## src/rtl/carrier_pkg.sv

```systemverilog
// Shared widths, latency and quadrant helpers for the carrier NCO and its quarter-wave ROM.
// The optional cosine output is enabled with the CARRIER_NCO_COS_EN macro.
package carrier_pkg;

  localparam int PHASE_W_D = 24;
  localparam int ADDR_W_D  = 8;
  localparam int AMP_W_D   = 8;
  localparam int NCO_LAT   = 4;

  typedef enum logic [1:0] {
    Q0 = 2'd0,
    Q1 = 2'd1,
    Q2 = 2'd2,
    Q3 = 2'd3
  } quadrant_t;

  // Quadrants 1 and 3 walk the quarter table backwards; 2 and 3 are negated.
  function automatic logic quad_mirror(input quadrant_t q);
    return (q == Q1) || (q == Q3);
  endfunction

  function automatic logic quad_negate(input quadrant_t q);
    return (q == Q2) || (q == Q3);
  endfunction

  // round((2^(amp_w-1)-1) * sin(pi*(2k+1)/2^addr_w)) using a Q30 Taylor series,
  // evaluated only at elaboration to fill the ROM.
  function automatic int qsin_entry(input int k, input int addr_w, input int amp_w);
    longint pi_fx;
    longint x;
    longint x2;
    longint term;
    longint sum;
    longint amp;
    pi_fx = 64'sd3373259426;
    x     = (pi_fx * longint'(2 * k + 1)) / (longint'(1) <<< addr_w);
    x2    = (x * x) / (longint'(1) <<< 30);
    term  = x;
    sum   = x;
    for (int n = 1; n <= 10; n++) begin
      term = -((term * x2) / (longint'(1) <<< 30)) / longint'((2 * n) * (2 * n + 1));
      sum  = sum + term;
    end
    amp = (longint'(1) <<< (amp_w - 1)) - 1;
    return int'((sum * amp + (longint'(1) <<< 29)) / (longint'(1) <<< 30));
  endfunction

endpackage

```

## src/rtl/carrier_qrom.sv

```systemverilog
// Quarter-wave sine ROM with registered read; second read port under CARRIER_NCO_COS_EN.
// Contents equal the carrier_qsin.hex image and are generated at elaboration.
module carrier_qrom
  import carrier_pkg::*;
#(
  parameter int    DEPTH_W   = ADDR_W_D - 2,
  parameter int    AMP_W     = AMP_W_D,
  parameter string INIT_FILE = "carrier_qsin.hex"
) (
  input  logic               clk,
  input  logic               reset,
  input  logic [DEPTH_W-1:0] addr_a,
  output logic [AMP_W-1:0]   data_a
`ifdef CARRIER_NCO_COS_EN
  ,
  input  logic [DEPTH_W-1:0] addr_b,
  output logic [AMP_W-1:0]   data_b
`endif
);

  localparam int    DEPTH            = 1 << DEPTH_W;
  localparam string unused_init_file = INIT_FILE;

  logic [AMP_W-1:0] rom [DEPTH];

  for (genvar k = 0; k < DEPTH; k++) begin : g_tab
    localparam logic [AMP_W-1:0] ENTRY = AMP_W'(qsin_entry(k, DEPTH_W + 2, AMP_W));
    assign rom[k] = ENTRY;
  end

  always_ff @(posedge clk) begin
    if (reset) data_a <= '0;
    else       data_a <= rom[addr_a];
  end

`ifdef CARRIER_NCO_COS_EN
  always_ff @(posedge clk) begin
    if (reset) data_b <= '0;
    else       data_b <= rom[addr_b];
  end
`endif

endmodule

```

## src/rtl/carrier_nco.sv

```systemverilog
// Numerically controlled carrier: phase accumulator, quarter-wave ROM lookup, signed output.
// Define CARRIER_NCO_COS_EN to add the quadrature output dout_cos.
module carrier_nco
  import carrier_pkg::*;
#(
  parameter int    PHASE_W   = PHASE_W_D,
  parameter int    ADDR_W    = ADDR_W_D,
  parameter int    AMP_W     = AMP_W_D,
  parameter string INIT_FILE = "carrier_qsin.hex"
) (
  input  logic               clk,
  input  logic               reset,
  input  logic               ce,
  input  logic               fcw_wr,
  input  logic [PHASE_W-1:0] fcw_in,
  input  logic [PHASE_W-1:0] phase_ofs,
  input  logic               phase_clr,
  output logic [AMP_W-1:0]   dout,
  output logic               dout_valid
`ifdef CARRIER_NCO_COS_EN
  ,
  output logic [AMP_W-1:0]   dout_cos
`endif
);

  // Valid semantics: there is no backpressure. dout_valid is ce delayed by
  // NCO_LAT cycles and marks dout as the sample of the acc value seen with ce=1.
  localparam int FINE_W = ADDR_W - 2;

  logic [PHASE_W-1:0] fcw_q;
  logic [PHASE_W-1:0] acc;
  logic [PHASE_W-1:0] ph1;
  logic               valid1;
  logic [FINE_W-1:0]  idx2;
  logic               neg2;
  logic               valid2;
  logic [AMP_W-1:0]   rom3;
  logic               neg3;
  logic               valid3;

  logic [ADDR_W-1:0]  addr1;
  quadrant_t          quad;
  logic [FINE_W-1:0]  fine;

  assign addr1 = ph1[PHASE_W-1 -: ADDR_W];
  assign quad  = quadrant_t'(addr1[ADDR_W-1 -: 2]);
  assign fine  = addr1[FINE_W-1:0];

  if (PHASE_W > ADDR_W) begin : g_lsb
    logic unused_ph1_lsb;
    assign unused_ph1_lsb = ^ph1[PHASE_W-ADDR_W-1:0];
  end

  always_ff @(posedge clk) begin
    if (reset) begin
      fcw_q <= '0;
    end else if (fcw_wr) begin
      fcw_q <= fcw_in;
    end
  end

  // Clear takes priority over the increment.
  always_ff @(posedge clk) begin
    if (reset || phase_clr) begin
      acc <= '0;
    end else if (ce) begin
      acc <= acc + fcw_q;
    end
  end

  always_ff @(posedge clk) begin
    if (reset) begin
      ph1        <= '0;
      valid1     <= 1'b0;
      idx2       <= '0;
      neg2       <= 1'b0;
      valid2     <= 1'b0;
      neg3       <= 1'b0;
      valid3     <= 1'b0;
      dout       <= '0;
      dout_valid <= 1'b0;
    end else begin
      ph1        <= acc + phase_ofs;
      valid1     <= ce;
      idx2       <= quad_mirror(quad) ? ~fine : fine;
      neg2       <= quad_negate(quad);
      valid2     <= valid1;
      neg3       <= neg2;
      valid3     <= valid2;
      dout       <= neg3 ? -rom3 : rom3;
      dout_valid <= valid3;
    end
  end

`ifdef CARRIER_NCO_COS_EN
  quadrant_t         quad_c;
  logic [FINE_W-1:0] idx2_c;
  logic              neg2_c;
  logic [AMP_W-1:0]  rom3_c;
  logic              neg3_c;

  // Cosine is the same lookup one quadrant ahead.
  assign quad_c = quadrant_t'(2'(quad + 2'd1));

  always_ff @(posedge clk) begin
    if (reset) begin
      idx2_c   <= '0;
      neg2_c   <= 1'b0;
      neg3_c   <= 1'b0;
      dout_cos <= '0;
    end else begin
      idx2_c   <= quad_mirror(quad_c) ? ~fine : fine;
      neg2_c   <= quad_negate(quad_c);
      neg3_c   <= neg2_c;
      dout_cos <= neg3_c ? -rom3_c : rom3_c;
    end
  end
`endif

  carrier_qrom #(
    .DEPTH_W  (FINE_W),
    .AMP_W    (AMP_W),
    .INIT_FILE(INIT_FILE)
  ) u_qrom (
    .clk   (clk),
    .reset (reset),
    .addr_a(idx2),
    .data_a(rom3)
`ifdef CARRIER_NCO_COS_EN
    ,
    .addr_b(idx2_c),
    .data_b(rom3_c)
`endif
  );

endmodule

```

## config.mk

```make
export PLATFORM = sky130hd
export DESIGN_NAME = carrier_nco
export DESIGN_NICKNAME = d
export VERILOG_FILES = /design/src/rtl/carrier_pkg.sv /design/src/rtl/carrier_qrom.sv /design/src/rtl/carrier_nco.sv
export SDC_FILE = /design/constraint.sdc
export NUM_CORES = 1
export LEC_CHECK = 0
export CORE_MARGIN = 3
export CORE_UTILIZATION = 56
export DETAILED_ROUTE_END_ITERATION = 16
export GPL_TIMING_DRIVEN = 0
export PLACE_DENSITY = 0.83
export SLEW_MARGIN = 15
export SYNTH_ARGS = -nofsm -noshare
export SYNTH_HDL_FRONTEND = slang
export SYNTH_SLANG_ARGS = --single-unit
```

## constraint.sdc

```tcl
create_clock -name clk -period 3.2 [get_ports clk]
set_clock_uncertainty 0.15 [all_clocks]
set_input_delay 0.8 -clock clk [delete_from_list [all_inputs] [get_ports clk]]
set_output_delay 0.8 -clock clk [all_outputs]
set_load 0.01 [all_outputs]
```

**Word level (Yosys, flattened, before mapping)**

Memories as Yosys holds them, arrays and structs flattened. A register that Yosys moved wholly into a read port is not among the register bits.
Index checks and enable logic that the tools add are counted.

- Bits in registers: 92
- Bits in read-only memories: 512
- Bits of input ports: 53
- Word-level logic and storage cells: 25
- Memories kept: 1

- Add/sub/neg operators: 3
- Equal/unequal tests: 3
- Mux-type cells: 2
- Bitwise logic cells: 2
- Reduce and logical (&&, ||, !) cells: 3

Memories:

| name | words | width | rd ports | clocked after Yosys merged registers in | wr ports | RTL line | source |
|---|---|---|---|---|---|---|---|
| (no name shown) | 64 | 8 | 1 | 1 | 0 | carrier_qrom.sv:33 | `else data_a <= rom[addr_a];` |

Operator list:

| cell | count |
|---|---|
| $add A24 B24 Y24 | 2 |
| $mux W8 | 1 |
| $neg A8 Y8 | 1 |
| $not A6 Y7 | 1 |
| $mux W6 | 1 |
| $not A6 Y6 | 1 |
| $eq A2 B2 Y1 const B | 2 |
| $logic_or A1 B1 Y1 | 3 |
| $eq A2 B1 Y1 const B | 1 |

**Longest topological paths before layout**

Gate-level depths: netlist of the first run.

- Word-level depth: 3
- Gate-level depth with buffers: 10
- Gate-level depth less buffers: 10

**By module**

From an unflattened synthesis of the first run, not the netlist that was laid out.

- Cell total of the unflattened synthesis: 589
- Area, all modules: 5207.5 µm²

Modules (own cells, without submodules):

| module | times used | cells an instance | area an instance (µm²) |
|---|---|---|---|
| carrier_nco | 1 | 495 | 4425.5 |
| carrier_qrom | 1 | 94 | 782.0 |

**Worst setup path before layout of the first run**

Ideal clock, no wire load.

- Path kind: in2reg
- Start point: input port phase_ofs[15]
- End point: register ph1[22]
- Arrival time: 2380 ps
- Data required time: 2917 ps
- Setup slack: 537 ps
- Cell stages on the path: 8
- Cells stage by stage: ha_1 > a21oi_1 > o21bai_1 > a221o_1 > nor2_1 > o2111ai_1 > a211oi_1 > a311oi_1

- Word-level cells in the longest chain between the ends: 1

RTL lines:

| what | RTL line | source |
|---|---|---|
| start: declaration | carrier_nco.sv:16 | `input logic [PHASE_W-1:0] phase_ofs,` |
| $add A24 B24 Y24 | carrier_nco.sv:83 | `ph1 <= acc + phase_ofs;` |
| end signal: assignment | carrier_nco.sv:83 |  |
| end: declaration | carrier_nco.sv:32 | `logic [PHASE_W-1:0] ph1;` |

Every way passes these cells.
A chain may end at the register's enable or synchronous reset.

**Final worst setup path of the first run**

- Start point: register acc[0]
- End point: register acc[22]

- Word-level cells in the longest chain between the ends: 1

RTL lines:

| what | RTL line | source |
|---|---|---|
| start: declaration | carrier_nco.sv:31 | `logic [PHASE_W-1:0] acc;` |
| start signal: assignment | carrier_nco.sv:67 | `acc <= acc + fcw_q;` |
| $add A24 B24 Y24 | carrier_nco.sv:67 |  |

Every way passes these cells.

==> qor.yml, run 1 <==
syn2layout_area_growth_pct: 18.5
max_slew_margin_pct: 45.3
synth_area_per_cell_sq_um: 8.61
fp.dieArea_sq_um: 10100
path_class: "flip-flop to flip-flop"
wl_per_cell_microns: 15.3
tightestPinTransition_ps: 820
hold_viol_final: 0
total_power_mw: 2.36
synth_xor_area_share_pct: 6.49
h-tree-depth: 3
cts_inserted_buffers: 9
clk_latency_ps: 370
worstPathRequired_ps: 3310
setup_viol: 0
synth_top_family_by_area: "compound AO/OA/AOI/OAI gates"
path_clk_slew_ps: 100
hold_path.class: "flip-flop to flip-flop"
ios: 62
drt_iter0_drc: 214
placed_area_sq_um: 5700
finalCritPeriodShare_pct: 95.1
fillCellCount: 684
synth-seq-cells: 83
synthMuxAreaShare_pct: 8.27
gp_congestion: 0.925
crit_top_cell: "o21ai_0"
grt-ovfl-total: 0
start_util_pct: 59.3
antenna_found_initial: 0
maxSlewViolCount: 0
routed_wl_mm: 11.6
n_antenna_cell: 0
numPortBuffers: 58
dp_slack_ps: -212
swShare_pct: 31.1
crit_fanout: 4
setup_slack_ps: 158
chipHeight_microns: 100
p_int_mw: 1.62
dpl.hpwl_mm: 8.81
layout-drive-gt1-share_pct: 4.89
fp-row-count: 33
critical_path.slowest_cell: "fa_1"
crit_family: "compound AO/OA/AOI/OAI gates"
max_stage_delay_ps: 450
synth_compound_area_share_pct: 18.1
crit_chain: "ha_1 > fa_1 > a211oi_2 > nor4_1 > o31ai_1 > a21boi_2 > o21a_1 > o21ai_0 > xor2_1 > o21ai_0"
vias_per_cell: 5.94
yosysTopAreaCell: "dfxtp_1"
leakagePower_nw: 2.54
vias: 4509
p_switching_mw: 0.734
synth_edf_count: 0
path_buf_inv: 0
critPathCaptureType: "flip-flop"
antenna_left: 0
power_frac_seq_pct: 48.1
drc: 0
synth_nets: 686
grt_usage_pct: 23.8
die_w_microns: 100
synth_cell_types: 58
final_area_sq_um: 5910
post-cts-setup-buffer-count: 0
power_frac_clock_pct: 31.7
synth.most_common_cell: "dfxtp_1"
outcome: "finished, final reports clean"
critPathLaunchType: "flip-flop"
cts-root-buf: "clkbuf_8"
syn_area_sq_um: 4990
grt_pass1_wl_mm: 19.6
syn_inst: 580
synthAdderAreaFrac_pct: 13.4
fin_tns_setup_ps: 0
drv_cap: 0
yosys-top-cells-count: "dfxtp_1 (83), nor2_1 (81), ha_1 (52), mux2i_1 (39), nand2_1 (36)"
synth_async_sr_flop_share_pct: 0
nets: 755
synth.area.top_cells: "dfxtp_1 (33%), ha_1 (13%), mux2i_1 (7.8%), nor2_1 (6.1%), xnor2_1 (4.4%)"
cts_num_sinks: 83
grt_max_degree: 18
core_area_sq_um: 8420
ys_warn_count: 0
period_needed_ps: 3040
cts_tree: "built"
drtPass1Iterations: 5
ir_drop_uv: 186
fmax_ghz: 0.329
holdWs_ps: 296
p_comb_share_pct: 20.2
synth-simple-area-share_pct: 16.5
grt_pass1_vias: 4390
powerDensity_nw_per_um2: 399
clockBufferDepth: 2
yosysTopAreaCellShare_pct: 33.3
synth_flop_cell: "dfxtp_1"
crit_arrival_ps: 3150
yosysSeqAreaShare_pct: 33.3
[cells in the final DEF (no fill, tap or decap), types with 3 or more instances in the layout]
master           Yosys  layout
xnor2_1             25      25
clkdlybuf4s50_1      0      58
clkbuf_1            23      23
dfxtp_1             83      83
mux2i_1             39      39
a21o_1              10      10
nor3_1              13      12
nand3_1             17      17
nand4_1             11      11
nor2b_1              8       8
a21oi_1             35      34
nand2_1             36      36
o21bai_1             3       3
a211oi_1            12      11
clkbuf_8             0       9
o21ai_0             27      27
inv_1               22      22
o21a_1               3       3
o211ai_1             9       9
buf_1                3       3
xor2_1              12      12
and3_1               3       3
nor2_1              81      81
a31oi_1              4       4
ha_1                52      52
nand3b_1             5       5
[cell type report]
type / count / area, sq um / area share, %
multi-input cells: 446 / 3150 / 53.2
flip-flops and latches: 83 / 1660 / 28.1
repair buffers: 58 / 581 / 9.82
well taps: 105 / 131 / 2.22
clock buffers: 9 / 124 / 2.10
plain buffers: 29 / 113 / 1.90
inverters: 22 / 82.6 / 1.40
clock inverters: 7 / 71.3 / 1.21
[worst reg2reg max path: cells and delay by family, from the launching register on]
| kind | cells | cell delay [ps] |
|---|---|---|
| fa+ha+maj | 2 | 670 |
| flops | 1 | 340 |
| simple gates | 1 | 100 |
| xor+xnor | 1 | 190 |
| compound gates | 6 | 1490 |
[worst paths after layout]
| kind | startpoint | endpoint | slack [ps] | cells after the start |
|---|---|---|---|---|
| worst max-delay path | acc[0] | acc[22] | 160 | 10 |
| worst max register to register | acc[0] | acc[22] | 160 | 10 |
| worst min-delay path | ph1[23] | neg2 | 300 | 1 |
| worst min register to register | ph1[23] | neg2 | 300 | 1 |
[power groups by stage]
stage               Sequential, mW  Combinational, mW  Clock (mW)
detailed placement            1.16              0.467           0
global route                  1.14              0.529       0.791
finish                        1.14              0.476       0.747
floorplan                     1.15              0.314           0
global placement              1.16              0.456           0
CTS                           1.14              0.472       0.756
[state kept, by name, indices dropped and copies added, names as in the netlist]
register and count:
valid2 1, fcw_q 24, u_qrom.data_a 7, valid1 1
dout_valid 1, dout 8, neg3 1, idx2 6
ph1 8, valid3 1, neg2 1, acc 24
[cell families after synthesis]
group,count (synthesis)
xor+xnor,37
flops,83
buf+inv,51
simple gates,182
mux,40
fa+ha+maj,53
compound gates,134
[timing repair]
action                                  CTS  global route
gates resized for setup                   0             3
endpoints found under the setup margin    0             3
hold buffers                              0             0
[metal layers]
layer | track usage (%) | wire length, microns | vias up
li1 | - | - | 2222
met1 | 29.2 | 5010 | 2110
met2 | 41.2 | 5770 | 143
met3 | 3.47 | 547 | 34
met4 | 10.8 | 320 | 0
met5 | 0 | 0 | -
[metrics by stage]
step / util, % / std cells
CTS: 70.0 / 759
global route: 70.2 / 759
detailed placement: 67.7 / 743
finish: 70.2 / 759
global placement: 67.7 / 743
floorplan: - / 580
Note: power is estimated with default switching activity, not from simulation.
==> run 2, diff against run 1 <==
- ABC_AREA: not set -> 0
==> results of run 2 <==
No change in the layout: final DEF, timing and power equal those of run 1.
